File: src/rtl/dcache_port_arbiter.sv
// Arbitrates the single Dcache port between DMMU PTW, IMMU PTW and CPU LSU.
// One locked transaction at a time, registered request, one-cycle DONE handshake.
module dcache_port_arbiter #(
    parameter int ADDR_WIDTH   = 64,
    parameter int DATA_WIDTH   = 64,
    parameter int CPU_WAIT_MAX = 8
) (
    input  logic                    clk,
    input  logic                    rst,
    input  logic                    dmmu_ren,
    input  logic [ADDR_WIDTH-1:0]   dmmu_addr,
    output logic [DATA_WIDTH-1:0]   dmmu_rdata,
    output logic                    dmmu_stall,
    input  logic                    immu_ren,
    input  logic [ADDR_WIDTH-1:0]   immu_addr,
    output logic [DATA_WIDTH-1:0]   immu_rdata,
    output logic                    immu_stall,
    input  logic                    cpu_ren,
    input  logic                    cpu_wen,
    input  logic [ADDR_WIDTH-1:0]   cpu_addr,
    input  logic [DATA_WIDTH-1:0]   cpu_wdata,
    input  logic [DATA_WIDTH/8-1:0] cpu_wmask,
    output logic [DATA_WIDTH-1:0]   cpu_rdata,
    output logic                    cpu_stall,
    output logic                    cache_ren,
    output logic                    cache_wen,
    output logic [ADDR_WIDTH-1:0]   cache_addr,
    output logic [DATA_WIDTH-1:0]   cache_wdata,
    output logic [DATA_WIDTH/8-1:0] cache_wmask,
    input  logic [DATA_WIDTH-1:0]   cache_rdata,
    input  logic                    cache_stall
);

    localparam int MW = DATA_WIDTH / 8;
    localparam int WW = $clog2(CPU_WAIT_MAX + 1);

    typedef enum logic [1:0] {IDLE, BUSY, DONE} state_t;
    typedef enum logic [1:0] {OWN_NONE, OWN_DMMU, OWN_IMMU, OWN_CPU} owner_t;

    state_t                state;
    owner_t                owner;
    owner_t                grant;
    logic                  rr_last_immu;
    logic [WW-1:0]         cpu_wait;
    logic                  ren_q;
    logic                  wen_q;
    logic [ADDR_WIDTH-1:0] addr_q;
    logic [DATA_WIDTH-1:0] wdata_q;
    logic [MW-1:0]         wmask_q;
    logic                  cpu_req;
    logic                  cpu_force;

    assign cpu_req   = cpu_ren | cpu_wen;
    assign cpu_force = cpu_req && (cpu_wait >= WW'(CPU_WAIT_MAX));

    always_comb begin
        grant = OWN_NONE;
        if (cpu_force)
            grant = OWN_CPU;
        else if (dmmu_ren && immu_ren)
            grant = rr_last_immu ? OWN_DMMU : OWN_IMMU;
        else if (dmmu_ren)
            grant = OWN_DMMU;
        else if (immu_ren)
            grant = OWN_IMMU;
        else if (cpu_req)
            grant = OWN_CPU;
    end

    always_ff @(posedge clk) begin
        if (rst) begin
            state        <= IDLE;
            owner        <= OWN_NONE;
            rr_last_immu <= 1'b1;
            cpu_wait     <= '0;
            ren_q        <= 1'b0;
            wen_q        <= 1'b0;
            addr_q       <= '0;
            wdata_q      <= '0;
            wmask_q      <= '0;
            dmmu_rdata   <= '0;
            immu_rdata   <= '0;
            cpu_rdata    <= '0;
        end else begin
            case (state)
                IDLE: begin
                    if (grant != OWN_NONE) begin
                        owner <= grant;
                        state <= BUSY;
                        case (grant)
                            OWN_DMMU: begin
                                addr_q       <= dmmu_addr;
                                ren_q        <= 1'b1;
                                wen_q        <= 1'b0;
                                wdata_q      <= '0;
                                wmask_q      <= '0;
                                rr_last_immu <= 1'b0;
                            end
                            OWN_IMMU: begin
                                addr_q       <= immu_addr;
                                ren_q        <= 1'b1;
                                wen_q        <= 1'b0;
                                wdata_q      <= '0;
                                wmask_q      <= '0;
                                rr_last_immu <= 1'b1;
                            end
                            default: begin
                                addr_q  <= cpu_addr;
                                ren_q   <= cpu_ren;
                                wen_q   <= cpu_wen;
                                wdata_q <= cpu_wdata;
                                wmask_q <= cpu_wmask;
                            end
                        endcase
                    end
                end
                BUSY: begin
                    if (!cache_stall) begin
                        ren_q <= 1'b0;
                        wen_q <= 1'b0;
                        state <= DONE;
                        case (owner)
                            OWN_DMMU: dmmu_rdata <= cache_rdata;
                            OWN_IMMU: immu_rdata <= cache_rdata;
                            OWN_CPU:  if (ren_q) cpu_rdata <= cache_rdata;
                            default:  ;
                        endcase
                    end
                end
                default: begin
                    state <= IDLE;
                    owner <= OWN_NONE;
                end
            endcase

            // Starvation counter: saturates, cleared by a CPU grant or an idle CPU
            if (!cpu_req || (state == IDLE && grant == OWN_CPU))
                cpu_wait <= '0;
            else if (owner != OWN_CPU && cpu_wait < WW'(CPU_WAIT_MAX))
                cpu_wait <= cpu_wait + 1'b1;
        end
    end

    assign dmmu_stall  = dmmu_ren && !(state == DONE && owner == OWN_DMMU);
    assign immu_stall  = immu_ren && !(state == DONE && owner == OWN_IMMU);
    assign cpu_stall   = cpu_req  && !(state == DONE && owner == OWN_CPU);

    assign cache_ren   = ren_q;
    assign cache_wen   = wen_q;
    assign cache_addr  = addr_q;
    assign cache_wdata = wdata_q;
    assign cache_wmask = wmask_q;

endmodule

File: config.mk
export PLATFORM = sky130hd
export DESIGN_NAME = dcache_port_arbiter
export DESIGN_NICKNAME = d
export VERILOG_FILES = /design/src/rtl/dcache_port_arbiter.sv
export SDC_FILE = /design/constraint.sdc
export NUM_CORES = 1
export LEC_CHECK = 0
export CORE_AREA = 4 4 257 259
export DETAILED_ROUTE_END_ITERATION = 12
export DIE_AREA = 0 0 261 263
export HOLD_SLACK_MARGIN = 0.12
export PLACE_DENSITY_LB_ADDON = 0.05
export SLEW_MARGIN = 20
export SYNTH_ARGS = -nofsm -noshare
export SYNTH_HDL_FRONTEND = slang
export SYNTH_SLANG_ARGS = --single-unit
File: constraint.sdc
create_clock -name clk -period 2.77 [get_ports clk]
set_input_delay 0.554 -clock clk [delete_from_list [all_inputs] [get_ports clk]]
set_output_delay 0.554 -clock clk [all_outputs]
set_load 0.05 [all_outputs]
==> impl_results.html <==
<table>
<tr><th>Metric</th><th>Value</th></tr>
<tr><th colspan="2">Final layout</th></tr>
<tr><td>Sequential cell area</td><td>6787 um2</td></tr>
<tr><td>Nets</td><td>2439</td></tr>
<tr><td>Final cell count without fillers</td><td>3000</td></tr>
<tr><td>Post-route cell area</td><td>23460 um2</td></tr>
<tr><td>Multi-input combinational cell area</td><td>6650 um2</td></tr>
<tr><td>Fraction of final layout cells with drive strength greater than 1</td><td>0.06798</td></tr>
<tr><td>Final Core Density</td><td>0.3673</td></tr>
<tr><td># fillers</td><td>6388</td></tr>
<tr><td>Synthesis-to-layout area growth</td><td>67.53%</td></tr>
<tr><th colspan="2">Floorplan</th></tr>
<tr><td>Initial core utilization</td><td>0.2192</td></tr>
<tr><td>Standard cell core area</td><td>63880 um2</td></tr>
<tr><td>Die Area</td><td>68640 um2</td></tr>
<tr><td>Number of rows in the core area</td><td>93</td></tr>
<tr><td>Die height</td><td>263 um</td></tr>
<tr><td>Die width</td><td>261 um</td></tr>
<tr><td>Number of top-level pins</td><td>668</td></tr>
<tr><th colspan="2">Global routing</th></tr>
<tr><td>Largest net degree at the start of global routing</td><td>118</td></tr>
<tr><td>Global route total overflow</td><td>0</td></tr>
<tr><td>Antenna violations before repair</td><td>17</td></tr>
<tr><td>Number of global-route vias before repair</td><td>13.55k</td></tr>
<tr><td>Overall routing resource usage</td><td>0.1757</td></tr>
<tr><td>First-pass GRT wire length</td><td>91.45 mm</td></tr>
<tr><th colspan="2">Timing</th></tr>
<tr><td>Final worst clock skew</td><td>0.01658 ns</td></tr>
<tr><td>Final worst-path cycle share</td><td>0.8828</td></tr>
<tr><td>Final setup fails</td><td>0</td></tr>
<tr><td>Max_slew headroom</td><td>0.5081</td></tr>
<tr><td>Fmax</td><td>0.4089 GHz</td></tr>
<tr><td>Final period demand of the worst path</td><td>2.445 ns</td></tr>
<tr><td>Slew Viols, Final</td><td>0</td></tr>
<tr><td>Number of hold-slack violations in the final timing report</td><td>0</td></tr>
<tr><td>Setup repair after global routing missed its margin</td><td>false</td></tr>
<tr><td>Actual slew at the worst max-slew pin</td><td>0.7355 ns</td></tr>
<tr><td>Setup slack of the critical path after layout</td><td>0.3245 ns</td></tr>
<tr><th colspan="2">Hold path</th></tr>
<tr><td>Classification of the worst-slack hold path</td><td>reg -&gt; reg</td></tr>
<tr><th colspan="2">Clock network</th></tr>
<tr><td>Clock tree sinks</td><td>339</td></tr>
<tr><td>Clock insertion delay at the later pin of the skew report</td><td>0.56 ns</td></tr>
<tr><td>CTS Root Buffer Type</td><td>sky130_fd_sc_hd__clkbuf_16</td></tr>
<tr><td>Cts-stage hold buffer count</td><td>0</td></tr>
<tr><td>Buffer depth of the longest clock path</td><td>3</td></tr>
<tr><td>Clock tree from TritonCTS</td><td>done</td></tr>
<tr><td>Htree depth</td><td>2</td></tr>
<tr><td>Clock edge transition at the registers on the reported setup and hold paths</td><td>0.06 ns</td></tr>
<tr><td>Clock buffer count from CTS</td><td>44</td></tr>
<tr><td>Number of instances resized during post-cts repair</td><td>0</td></tr>
<tr><td>Postcts setup bufs</td><td>0</td></tr>
<tr><th colspan="2">Route</th></tr>
<tr><td>Router iterations before antenna repair</td><td>5</td></tr>
<tr><td>Drt initial violations</td><td>553</td></tr>
<tr><td>Aggregate routed wire length</td><td>63.40 mm</td></tr>
<tr><td>Detail-routed net length per standard cell</td><td>21.13 um</td></tr>
<tr><td>Count of unresolved DRC violations after routing</td><td>0</td></tr>
<tr><td>Via Count</td><td>13.09k</td></tr>
<tr><td>Post-detailed-route via-to-cell ratio</td><td>4.364</td></tr>
<tr><td>Residual antenna-violating net count after detailed routing</td><td>0</td></tr>
<tr><th colspan="2">Power and ir drop</th></tr>
<tr><td>Switching power of the nets</td><td>4813 uW</td></tr>
<tr><td>Share of total power in the clock network</td><td>0.379</td></tr>
<tr><td>Switch share</td><td>0.3187</td></tr>
<tr><td>Leakage power of the design</td><td>0.008953 uW</td></tr>
<tr><td>Areal power density over the cells</td><td>643.7 nW/um2</td></tr>
<tr><td>Total Power Consumption</td><td>15100 uW</td></tr>
<tr><td>Internal</td><td>10290 uW</td></tr>
<tr><td>Maximum vdd ir drop</td><td>0.3560 mV</td></tr>
<tr><td>Sequential power share</td><td>0.355</td></tr>
<tr><td>Combinational group share of total power</td><td>0.266</td></tr>
<tr><th colspan="2">Synth</th></tr>
<tr><td>Top-area cell type share of the netlist area</td><td>0.4845</td></tr>
<tr><td>Number of synthesized flops with an enable pin</td><td>0</td></tr>
<tr><td>Count of unique library cells instantiated by Yosys</td><td>38</td></tr>
<tr><td>Share of async-settable or async-resettable flops after synthesis</td><td>0</td></tr>
<tr><td>Mean post-synth cell area</td><td>9.593 um2</td></tr>
<tr><td>Largest area contributor in the netlist</td><td>sky130_fd_sc_hd__dfxtp_1</td></tr>
<tr><td>Number of synthesized register bits</td><td>339</td></tr>
<tr><td>Number of cells produced by synthesis</td><td>1460</td></tr>
<tr><td>Sequential cell area fraction in the yosys report</td><td>0.4845</td></tr>
<tr><td>Ranking of synthesized cells by area</td><td>sky130_fd_sc_hd__dfxtp_1 (48%), sky130_fd_sc_hd__mux2i_1 (14%), sky130_fd_sc_hd__nand2b_1 (11%)</td></tr>
<tr><td>Number of warning messages in the yosys log</td><td>0</td></tr>
<tr><td>Cell area after technology mapping</td><td>14010 um2</td></tr>
<tr><td>Most used flip-flop cell after synthesis</td><td>sky130_fd_sc_hd__dfxtp_1</td></tr>
<tr><td>Syn nets</td><td>1801</td></tr>
<tr><th colspan="2">Setup path</th></tr>
<tr><td>R2r endpoint</td><td>cache_addr[9]</td></tr>
<tr><td>CP Launch Type</td><td>flop</td></tr>
<tr><td>Worst R2R Setup Slack</td><td>0.65 ns</td></tr>
<tr><td>Kind of cell adding the most delay to the critical path</td><td>buffers and inverters</td></tr>
<tr><td>Reg2reg path depth</td><td>9</td></tr>
<tr><td>Logic depth of the worst path, buffers included</td><td>1</td></tr>
<tr><td>Worst Path Required</td><td>2.22 ns</td></tr>
<tr><td>CP Cell Sequence</td><td>clkdlybuf4s50_1</td></tr>
<tr><td>Arrival time of the worst setup path</td><td>1.89 ns</td></tr>
<tr><td>Startpoint of the most critical register-to-register path</td><td>cpu_wait[3]</td></tr>
<tr><td>Crit Path Category</td><td>reg -&gt; out</td></tr>
<tr><td>Crit-path slowest cell</td><td>sky130_fd_sc_hd__clkdlybuf4s50_1</td></tr>
<tr><td>Critical path buffer and inverter count</td><td>1</td></tr>
<tr><td>Delay of the slowest critical-path stage</td><td>0.92 ns</td></tr>
<tr><td>Critical Path Source</td><td>cache_ren</td></tr>
<tr><td>Last element of the critical path</td><td>cache_ren</td></tr>
<tr><td>Top fanout value on the critical path</td><td>4</td></tr>
<tr><td>Element type at the critical path end</td><td>output port</td></tr>
<tr><th colspan="2">Placement</th></tr>
<tr><td>Post-DP Area</td><td>21960 um2</td></tr>
<tr><td>Routability cong.</td><td>0.9202</td></tr>
<tr><td>Port buffer count</td><td>667</td></tr>
<tr><td>Placement-stage worst setup slack</td><td>-0.04635 ns</td></tr>
<tr><td>DPL Wire Length</td><td>47.54 mm</td></tr>
<tr><td>Count of placed standard cells including taps</td><td>2907</td></tr>
<tr><th colspan="2">Run status</th></tr>
<tr><td>Status</td><td>finished clean</td></tr>
<tr><th colspan="2">Flow run</th></tr>
<tr><td>Max-Cap Viols</td><td>0</td></tr>
</table>
[metrics by stage]
step	hold slack, ns	setup TNS (ns)
2_1_floorplan	0.4583	0
3_3_place_gp	0.4377	-0.01843
3_5_place_dp	0.4439	-0.1207
4_1_cts	0.4517	0
5_1_grt	0.4682	0
6_report	0.4497	0
[registers in the layout (all words and copies together) (netlist names), 2 cells and up]
register / flops
state: 2
cpu_wait: 4
cache_addr: 64
dmmu_rdata: 64
cache_wmask: 8
cache_wdata: 64
owner: 2
cpu_rdata: 64
immu_rdata: 64
[cells in the mapped netlist, types with 9 or more instances]
cell type and instances:
sky130_fd_sc_hd__mux2i_1 192, sky130_fd_sc_hd__a21oi_1 143, sky130_fd_sc_hd__clkbuf_1 83, sky130_fd_sc_hd__nand2b_1 256, sky130_fd_sc_hd__a221o_1 64, sky130_fd_sc_hd__nand2_1 142, sky130_fd_sc_hd__nand3_1 72, sky130_fd_sc_hd__dfxtp_1 339
sky130_fd_sc_hd__buf_4 9, sky130_fd_sc_hd__o211ai_1 65, sky130_fd_sc_hd__buf_2 39
[how the worst min path moves through the flow]
stage                            endpoint            start  slack [ns]  depth (start not counted)
after floorplan               cpu_wait[2]      cpu_wait[2]        0.46                          2
after global placement    cache_wdata[56]  cache_wdata[56]        0.44                          2
after detailed placement   cache_wdata[3]   cache_wdata[3]        0.44                          2
after CTS                 cache_wdata[35]  cache_wdata[35]        0.45                          2
after global routing       cache_addr[53]   cache_addr[53]        0.47                          2
final                      cache_wdata[7]   cache_wdata[7]        0.45                          2
[worst min-delay path: stages, from the launching register on]
cell and delay (ns):
sky130_fd_sc_hd__dfxtp_1 0.31, sky130_fd_sc_hd__nand2_1 0.05, sky130_fd_sc_hd__a21oi_1 0.05
[power by group through the flow]
stage | combinational (uW) | clock (uW) | sequential [uW]
after floorplan | 1250 | 0 | 6430
after global placement | 4060 | 0 | 5460
after detailed placement | 4060 | 0 | 5460
after CTS | 4070 | 5980 | 5360
after global routing | 4260 | 6190 | 5400
final | 4020 | 5720 | 5370
[metal layers]
metal | share of wire | track usage | vias to the layer above | wire (um)
li1 | - | - | 6387 | -
met1 | 0.38 | 0.1940 | 6128 | 23960
met2 | 0.50 | 0.3046 | 467 | 31510
met3 | 0.091 | 0.06859 | 98 | 5763
met4 | 0.033 | 0.06551 | 12 | 2062
met5 | 0.0015 | 0 | - | 95
[layout by cell type, fill, tap and decap left out, drive strengths merged, types with 7 or more instances in the layout]
| cell type | netlist | layout |
|---|---|---|
| clkbuf | 83 | 74 |
| diode | 0 | 12 |
| a21oi | 143 | 143 |
| nand3 | 72 | 72 |
| a221o | 64 | 64 |
| clkdlybuf4s50 | 0 | 662 |
| mux2i | 192 | 192 |
| nand2 | 143 | 143 |
| o211ai | 65 | 65 |
| buf | 50 | 63 |
| dfxtp | 339 | 339 |
| nand2b | 256 | 256 |
| clkinv | 0 | 7 |
[area by class of cell]
cell class	instances	share of cell area
tap	855	0.04559
multi-input combinational	982	0.2834
inverter	6	0.0009598
clock inverter	7	0.001973
sequential	339	0.2892
clock buffer	74	0.06079
timing repair buffer	725	0.3167
antenna	12	0.001280
[cells by family (layout without fill, tap and decap cells)]
| logic type | count (synthesis) | count (layout) | synth area share |
|---|---|---|---|
| other cells | 0 | 12 | 0 |
| compound gates | 288 | 288 | 0.1397 |
| flops | 339 | 339 | 0.4845 |
| fa+ha+maj | 6 | 6 | 0.005360 |
| xor+xnor | 1 | 1 | 0.0006254 |
| simple gates | 494 | 494 | 0.1886 |
| mux | 193 | 193 | 0.1380 |
| buf+inv | 139 | 812 | 0.04315 |
Note: power is estimated with default switching activity, not from simulation.
